### config.mk
export PLATFORM = sky130hd
export DESIGN_NAME = vga_fb_draw_engine
export DESIGN_NICKNAME = d
export VERILOG_FILES = /design/src/rtl/vga_fb_draw_engine.sv
export SDC_FILE = /design/constraint.sdc
export NUM_CORES = 1
export LEC_CHECK = 0
export CAP_MARGIN = 25
export CORE_UTILIZATION = 35
export DETAILED_ROUTE_END_ITERATION = 7
export PLACE_DENSITY = 0.69
export SLEW_MARGIN = 5
export SYNTH_ARGS = -nofsm -noshare
export SYNTH_HDL_FRONTEND = slang
export SYNTH_SLANG_ARGS = --single-unit
### constraint.sdc
create_clock -name sys_clk -period 7.04 [get_ports sys_clk]
set_input_delay 1.408 -clock sys_clk [delete_from_list [all_inputs] [get_ports sys_clk]]
set_output_delay 1.408 -clock sys_clk [all_outputs]
set_load 0.05 [all_outputs]
### src/rtl/vga_fb_draw_engine.sv
// Rectangle-fill / single-pixel-read engine feeding the SDRAM frame buffer source port.
// One command at a time; each command becomes a stream of src_write or one src_read handshake.
`timescale 1ns/1ps

`ifndef H_SIZE
`define H_SIZE 10
`endif
`ifndef V_SIZE
`define V_SIZE 10
`endif
`ifndef H_DISPLAY
`define H_DISPLAY 640
`endif
`ifndef V_DISPLAY
`define V_DISPLAY 480
`endif

// state   | meaning
// IDLE    | cmd_ready=1, latch and clip an incoming command
// FILL    | issue one src_write per accepted pixel, row by row
// RD_REQ  | hold src_read until the frame buffer accepts it
// RD_WAIT | wait for src_readdatavalid or the timeout
// DONE    | one-cycle done pulse (plus rd_valid for reads)
module vga_fb_draw_engine #(
  parameter int AVS_DW     = 16,
  parameter int RGB_SIZE   = 12,
  parameter int RD_TIMEOUT = 255
) (
  input  logic                sys_clk,
  input  logic                sys_rst,
  input  logic                cmd_valid,
  output logic                cmd_ready,
  input  logic                cmd_op,
  input  logic [`H_SIZE-1:0]  cmd_x0,
  input  logic [`H_SIZE-1:0]  cmd_x1,
  input  logic [`V_SIZE-1:0]  cmd_y0,
  input  logic [`V_SIZE-1:0]  cmd_y1,
  input  logic [RGB_SIZE-1:0] cmd_color,
  output logic                busy,
  output logic                done,
  output logic [AVS_DW-1:0]   rd_data,
  output logic                rd_valid,
  output logic                rd_err,
  output logic                src_read,
  output logic                src_write,
  output logic [`H_SIZE-1:0]  src_x,
  output logic [`V_SIZE-1:0]  src_y,
  output logic [AVS_DW-1:0]   src_writedata,
  input  logic [AVS_DW-1:0]   src_readdata,
  input  logic                src_readdatavalid,
  input  logic                src_rdy
);

  localparam int HW = `H_SIZE;
  localparam int VW = `V_SIZE;
  localparam int TW = (RD_TIMEOUT < 1) ? 1 : $clog2(RD_TIMEOUT + 1);

  localparam logic [HW:0] X_LIM = (HW+1)'(`H_DISPLAY);
  localparam logic [VW:0] Y_LIM = (VW+1)'(`V_DISPLAY);
  localparam logic [HW:0] X_MAX = (HW+1)'(`H_DISPLAY - 1);
  localparam logic [VW:0] Y_MAX = (VW+1)'(`V_DISPLAY - 1);

  typedef enum logic [2:0] {
    IDLE    = 3'd0,
    FILL    = 3'd1,
    RD_REQ  = 3'd2,
    RD_WAIT = 3'd3,
    DONE    = 3'd4
  } state_t;

  state_t                state_q, state_d;
  logic [HW-1:0]         x0_q, x0_d;
  logic [HW-1:0]         x1_q, x1_d;
  logic [VW-1:0]         y1_q, y1_d;
  logic [HW-1:0]         cur_x_q, cur_x_d;
  logic [VW-1:0]         cur_y_q, cur_y_d;
  logic [RGB_SIZE-1:0]   color_q, color_d;
  logic [TW-1:0]         tmo_q, tmo_d;
  logic [AVS_DW-1:0]     rd_data_q, rd_data_d;
  logic                  rd_valid_q, rd_valid_d;
  logic                  rd_err_q, rd_err_d;

  // Compares are done one bit wider so bounds at or past the display edge never wrap.
  logic [HW:0]   x0_w, x1_w;
  logic [VW:0]   y0_w, y1_w;
  logic [HW-1:0] x1_clip;
  logic [VW-1:0] y1_clip;
  logic          xy0_oob;
  logic          fill_empty;

  always_comb begin
    x0_w       = {1'b0, cmd_x0};
    x1_w       = {1'b0, cmd_x1};
    y0_w       = {1'b0, cmd_y0};
    y1_w       = {1'b0, cmd_y1};
    x1_clip    = (x1_w > X_MAX) ? X_MAX[HW-1:0] : cmd_x1;
    y1_clip    = (y1_w > Y_MAX) ? Y_MAX[VW-1:0] : cmd_y1;
    xy0_oob    = (x0_w >= X_LIM) || (y0_w >= Y_LIM);
    fill_empty = xy0_oob || (cmd_x0 > x1_clip) || (cmd_y0 > y1_clip);
  end

  always_comb begin
    state_d    = state_q;
    x0_d       = x0_q;
    x1_d       = x1_q;
    y1_d       = y1_q;
    cur_x_d    = cur_x_q;
    cur_y_d    = cur_y_q;
    color_d    = color_q;
    tmo_d      = tmo_q;
    rd_data_d  = rd_data_q;
    rd_valid_d = 1'b0;
    rd_err_d   = 1'b0;
    cmd_ready  = 1'b0;
    busy       = 1'b1;
    done       = 1'b0;
    src_write  = 1'b0;
    src_read   = 1'b0;

    case (state_q)
      IDLE: begin
        cmd_ready = 1'b1;
        busy      = 1'b0;
        if (cmd_valid) begin
          x0_d    = cmd_x0;
          x1_d    = x1_clip;
          y1_d    = y1_clip;
          cur_x_d = cmd_x0;
          cur_y_d = cmd_y0;
          color_d = cmd_color;
          if (!cmd_op) begin
            state_d = fill_empty ? DONE : FILL;
          end else if (xy0_oob) begin
            state_d    = DONE;
            rd_data_d  = '0;
            rd_valid_d = 1'b1;
            rd_err_d   = 1'b1;
          end else begin
            state_d = RD_REQ;
          end
        end
      end

      FILL: begin
        src_write = 1'b1;
        if (src_rdy) begin
          if (cur_x_q == x1_q) begin
            if (cur_y_q == y1_q) begin
              state_d = DONE;
            end else begin
              cur_x_d = x0_q;
              cur_y_d = cur_y_q + VW'(1);
            end
          end else begin
            cur_x_d = cur_x_q + HW'(1);
          end
        end
      end

      RD_REQ: begin
        src_read = 1'b1;
        if (src_rdy) begin
          state_d = RD_WAIT;
          tmo_d   = TW'(RD_TIMEOUT);
        end
      end

      RD_WAIT: begin
        if (src_readdatavalid) begin
          state_d    = DONE;
          rd_data_d  = src_readdata;
          rd_valid_d = 1'b1;
        end else if (tmo_q == '0) begin
          state_d    = DONE;
          rd_data_d  = '0;
          rd_valid_d = 1'b1;
          rd_err_d   = 1'b1;
        end else begin
          tmo_d = tmo_q - TW'(1);
        end
      end

      DONE: begin
        done    = 1'b1;
        state_d = IDLE;
      end

      default: state_d = IDLE;
    endcase
  end

  always_ff @(posedge sys_clk) begin
    if (sys_rst) begin
      state_q    <= IDLE;
      x0_q       <= '0;
      x1_q       <= '0;
      y1_q       <= '0;
      cur_x_q    <= '0;
      cur_y_q    <= '0;
      color_q    <= '0;
      tmo_q      <= '0;
      rd_data_q  <= '0;
      rd_valid_q <= 1'b0;
      rd_err_q   <= 1'b0;
    end else begin
      state_q    <= state_d;
      x0_q       <= x0_d;
      x1_q       <= x1_d;
      y1_q       <= y1_d;
      cur_x_q    <= cur_x_d;
      cur_y_q    <= cur_y_d;
      color_q    <= color_d;
      tmo_q      <= tmo_d;
      rd_data_q  <= rd_data_d;
      rd_valid_q <= rd_valid_d;
      rd_err_q   <= rd_err_d;
    end
  end

  // Payload comes straight from the held registers, so it cannot move while src_rdy=0.
  assign src_x         = cur_x_q;
  assign src_y         = cur_y_q;
  assign src_writedata = AVS_DW'(color_q);
  assign rd_data       = rd_data_q;
  assign rd_valid      = rd_valid_q;
  assign rd_err        = rd_err_q;

endmodule

# After elaboration in Yosys (flattened, before gate mapping)
# Index checks and enable logic that the tools add are counted.
# op_classes
addsub	3
order_cmp	6
eq_ne	18
n_mux	46
reduce_logical	14
# op_table
op	n
two-way mux 10 bit	10
two-way mux 16 bit	5
one-hot mux 10 bit (2 select lines)	2
one-hot mux 16 bit (2 select lines)	1
two-way mux 3 bit	10
two-way mux 8 bit	3
adder 10 x 1 -> 10 bit (second input constant)	2
== test 10 bit	2
> comparator 10 bit	2
!= test 2 bit (second input constant)	10
one-hot mux 8 bit (2 select lines)	1
one-hot mux 3 bit (4 select lines)	1
two-way mux 1 bit	11
greater-or-equal comparator 10 bit (second input constant)	1
greater-or-equal comparator 10 x 9 -> 1 bit (second input constant)	1
> comparator 10 bit (second input constant)	1
> comparator 10 x 9 -> 1 bit (second input constant)	1
AND reduction 5 bit	2
logical NOT 8 bit	1
AND reduction 4 bit	2
subtractor 8 x 1 -> 8 bit (second input constant)	1
== test 3 x 2 -> 1 bit (second input constant)	2
!= test 3 bit (second input constant)	2
AND reduction 6 bit	1
other kinds (7)	12
# word_totals
register_bits	91
input_bits	74
out_inout_bits	59
elab_cells	98

# Longest topological paths before layout
# logic_depth
ltp_word	9
depth_mapped	10
mapped_depth_nobuf	10

# Worst setup path after synthesis
# Ideal clock, no wire load.
# synth_timing
kind	input-to-reg
startpoint	input port cmd_x1[9]
endpoint	register state_q[2]
setup_time_ns	0.136
arrival_ns	3.143
required_ns	6.904
setup_slack_ns	3.760
path_stages	10
path_buffers	0
path_cell_list	inv_1 -> nor2_1 -> nor2_1 -> ha_1 -> a21oi_1 -> o21ai_0 -> a2111oi_0 -> o221ai_1 -> a31oi_1 -> nor4_1
# synth_via
elab_chain_len	9
# synth_rtl
item	line	source
start, declared	35	input logic [`H_SIZE-1:0] cmd_x1,
> comparator 10 bit	96	x1_clip = (x1_w > X_MAX) ? X_MAX[HW-1:0] : cmd_x1;
two-way mux 10 bit *	96	
> comparator 10 bit *	99	fill_empty = xy0_oob || (cmd_x0 > x1_clip) || (cmd_y0 > y1_clip);
logical OR 1 bit * (2 in a row)	99	
two-way mux 3 bit *	132	state_d = fill_empty ? DONE : FILL;
two-way mux 3 bit *	131	if (!cmd_op) begin
two-way mux 3 bit *	124	if (cmd_valid) begin
one-hot mux 3 bit (4 select lines) *	120	case (state_q)
end signal, assigned	206	state_q <= state_d;
end, declared	71	state_t state_q, state_d;
# Every way passes the cells marked *; elsewhere a longest branch is shown, timed or not. The select of a mux whose other input is x is not followed.
# A chain may end at the register's enable or synchronous reset.

# Worst setup path in the final report
# Ends and elaborated chain as after synthesis.

==> out/summary.md <==
Timing would allow up to 250 MHz. The share of the cycle needed by the critical path after routing is 0.568, and the data arrival time of the critical path is 4.18 ns. The share of synthesized area occupied by flip-flops and latches came out at 0.371. The tools report the via count of the first global-routing pass as 4623. The run finished with clean final reports.

The mean area per synthesized cell came out at 8.22 sq um. The fraction of final layout cells with drive strength greater than 1 is 0.0688, and the minimum period implied by the final worst setup slack is 4.00 ns. The number of instances resized during post-cts repair was 0; the worst voltage drop across the vdd grid was 193 uV. TritonCTS built the clock tree. Dividing total power by cell area gives a power density of 284 mW/mm^2.

Simple-gate portion of the synthesized area: 0.222. Across the run, the number of max-cap violations was 0. For this run, design rule violations remaining after detail routing come to 0. Setup repair after global routing left no endpoint under its margin. The tightest hold path in the finished design has a slack of 0.462 ns. The iteration count of the initial detailed-routing pass is 5, and the headroom to the max-slew limit is 0.309.

The number of placement rows was 42. By area, the combinational part of the netlist is dominated by compound AO/OA/AOI/OAI gates. After clock tree synthesis, the clock-pin slew on the worst setup and hold paths is 0.06 ns.

At the end of routability-driven placement, the weighted congestion stood at 0.871. Worst hold path class: reg2reg. The number of antenna diodes in the final layout is 0. Fill cells in the final layout number 1315. Gate count after technology mapping: 597.

The run gives 0.365 as the starting density of the core. Summed over all nets, the half-perimeter wirelength after detailed placement is 10500 um. The most used flip-flop cell after synthesis is dfxtp_1. The critical path class is in2reg. The tree built by TritonCTS fans out to 91 sinks. The async set-or-reset flop fraction in the synthesized netlist is 0, and the number of buffers inserted for hold repair after clock tree synthesis is 0. The mux cell area share after synthesis works out to 0.00408. Leaving out fill and tap cells, the most frequent cell in the layout is clkdlybuf4s50_1. Count of flip-flops with a built-in enable after synthesis: 0. Final count of hold timing violations: 0. For the critical path required time, the log shows 7.22 ns. The tools report the clock tree root driver cell as clkbuf_16. In this run the worst path has a maximum fanout of 7. The compound-cell area share of the yosys netlist was 0.229. The Yosys step of the flow raised 0 warnings. Buffers placed on the I/O ports in this run total 128. In the layout the commonest cells are clkdlybuf4s50_1, nand2_1, dfxtp_1. Counting along the longest clock path gives a buffer depth of 2. TritonCTS created 9 clock buffers.

The chip width is 120 um, and the post-route clock skew is 0.00785 ns. The overall global routing resource usage came out at 0.202. Measured along the y axis, the die boundary spans 120 um.

For the pin with the worst max-slew slack, the measured transition is 1.04 ns. In this run the post-CTS setup repair buffer count came out at 0. The logs give 0.00491 sq mm for the post-synthesis cell area and 4806 for the total number of vias.

The tools report the total detailed-routing wirelength as 14500 um. In this run the number of H-tree levels came out at 3. The max-slew violation total from the final report is 0, and the sum of negative setup slack is 0 ns. The finished cells cover 0.00652 sq mm. Summed over all layers, the global routing overflow is 0.

The first global-routing pass estimated 23100 um of wire. STA classifies the critical path endpoint as a register. The run gives 0.0135 sq mm as the floorplan core area.

The logs give 0.0145 sq mm for the die area and 0 for the initial antenna violation count. Entering global routing, the biggest net connects 90 pins. The worst setup path is launched from an input port.

At the end of the flow, the number of nets in the layout was 805. Summing all placed instances gives a cell area of 0.00625 sq mm. For the worst-skew pair, the clock arrives at the later sink with an insertion delay of 0.35 ns. The post-synthesis xor/xnor area fraction is 0.0571. Setup violations remaining at the end of the flow were counted as 0. The average wire per cell in the routed design works out to 16.4 um.

In this run the remaining antenna-violating nets after routing total 0. Synthesis inferred 91 register bits. The first routing iteration left 295 violations.

For this design the static power due to leakage is 2.48 nW. The tools report the number of placed I/O pins as 133. The area growth from synthesis to layout is 33.0%. In the routed layout, each cell is associated on average with a via count of 5.41.

The tools report the number of different library cells in the post-synthesis netlist as 59. The area share of fa/ha/maj cells after synthesis was 0.0612.
==> critical path, stage by stage <==
cell and delay (ns):
clkdlybuf4s50_1 0.52, inv_1 0.14, nor2_1 0.39, nor2_1 0.12, ha_1 0.33, a21oi_1 0.14
o21ai_0 0.09, a2111oi_0 0.51, o221ai_1 0.25, a31oi_1 0.21, nor4_1 0.07
==> final cells by class <==
| type | count | area (sq um) | area share |
|---|---|---|---|
| sequential | 91 | 1820 | 0.279 |
| inverter | 16 | 60.1 | 0.00921 |
| multi-input combinational | 456 | 2830 | 0.434 |
| timing repair buffer | 133 | 1310 | 0.201 |
| clock inverter | 2 | 10.0 | 0.00153 |
| tap | 176 | 220 | 0.0338 |
| clock buffer | 14 | 264 | 0.0405 |
==> cell usage after synthesis (8+ instances only) <==
master | number | area, sq um
a211oi_1 | 21 | 158
a21oi_1 | 49 | 245
a221oi_2 | 9 | 135
a22oi_2 | 9 | 113
buf_2 | 9 | 45.0
clkbuf_1 | 15 | 56.3
dfxtp_1 | 91 | 1820
ha_1 | 24 | 300
inv_1 | 14 | 52.6
nand2_1 | 91 | 342
nand3_1 | 22 | 110
nand4_1 | 9 | 56.3
nor2_1 | 80 | 300
nor3_1 | 10 | 50.1
o21ai_0 | 18 | 90.1
o311a_1 | 8 | 80.1
xor2_1 | 27 | 236
==> kinds of logic after synthesis <==
| group | count (synthesis) |
|---|---|
| compound gates | 149 |
| xor+xnor | 32 |
| fa+ha+maj | 24 |
| buf+inv | 53 |
| flops | 91 |
| mux | 2 |
| other cells | 2 |
| simple gates | 244 |
==> state kept, by name (all words and copies together), names as in the netlist <==
name and cells:
tmo_q 8, rd_data 16, state_q 3, rd_valid 1, rd_err 1, x0_q 10, color_q 12, y1_q 10
src_x 10, x1_q 10, src_y 10
==> report_power, final <==
group          internal [mW]  total [mW]  switching [mW]
clock network          0.258       0.456           0.198
logic                  0.262       0.723           0.461
registers              0.588       0.677          0.0890
==> per-stage QoR <==
stage | instances | util | total power, mW | worst slack [ns]
final | 888 | 0.485 | 1.86 | 3.04
after global routing | 888 | 0.485 | 1.95 | 2.76
after CTS | 888 | 0.485 | 1.87 | 3.03
after detailed placement | 872 | 0.465 | 1.40 | 2.67
after global placement | 872 | 0.465 | 1.39 | 2.69
after floorplan | 600 | - | 1.18 | 3.76
==> worst paths after layout <==
path         cells past startpoint       start  slack (ns)    endpoint
max                             11   cmd_x1[9]        3.04  state_q[2]
min                              2  color_q[5]        0.46  color_q[5]
min reg2reg                      2  color_q[5]        0.46  color_q[5]
max reg2reg                      6    src_x[0]        4.32    src_y[0]
==> routing by layer <==
layer | GRT usage | share of wire
met1 | 0.251 | 0.45
met2 | 0.327 | 0.46
met3 | 0.0693 | 0.080
met4 | 0.0664 | 0.014
met5 | 0 | 0
(Power assumes the default switching activity.)
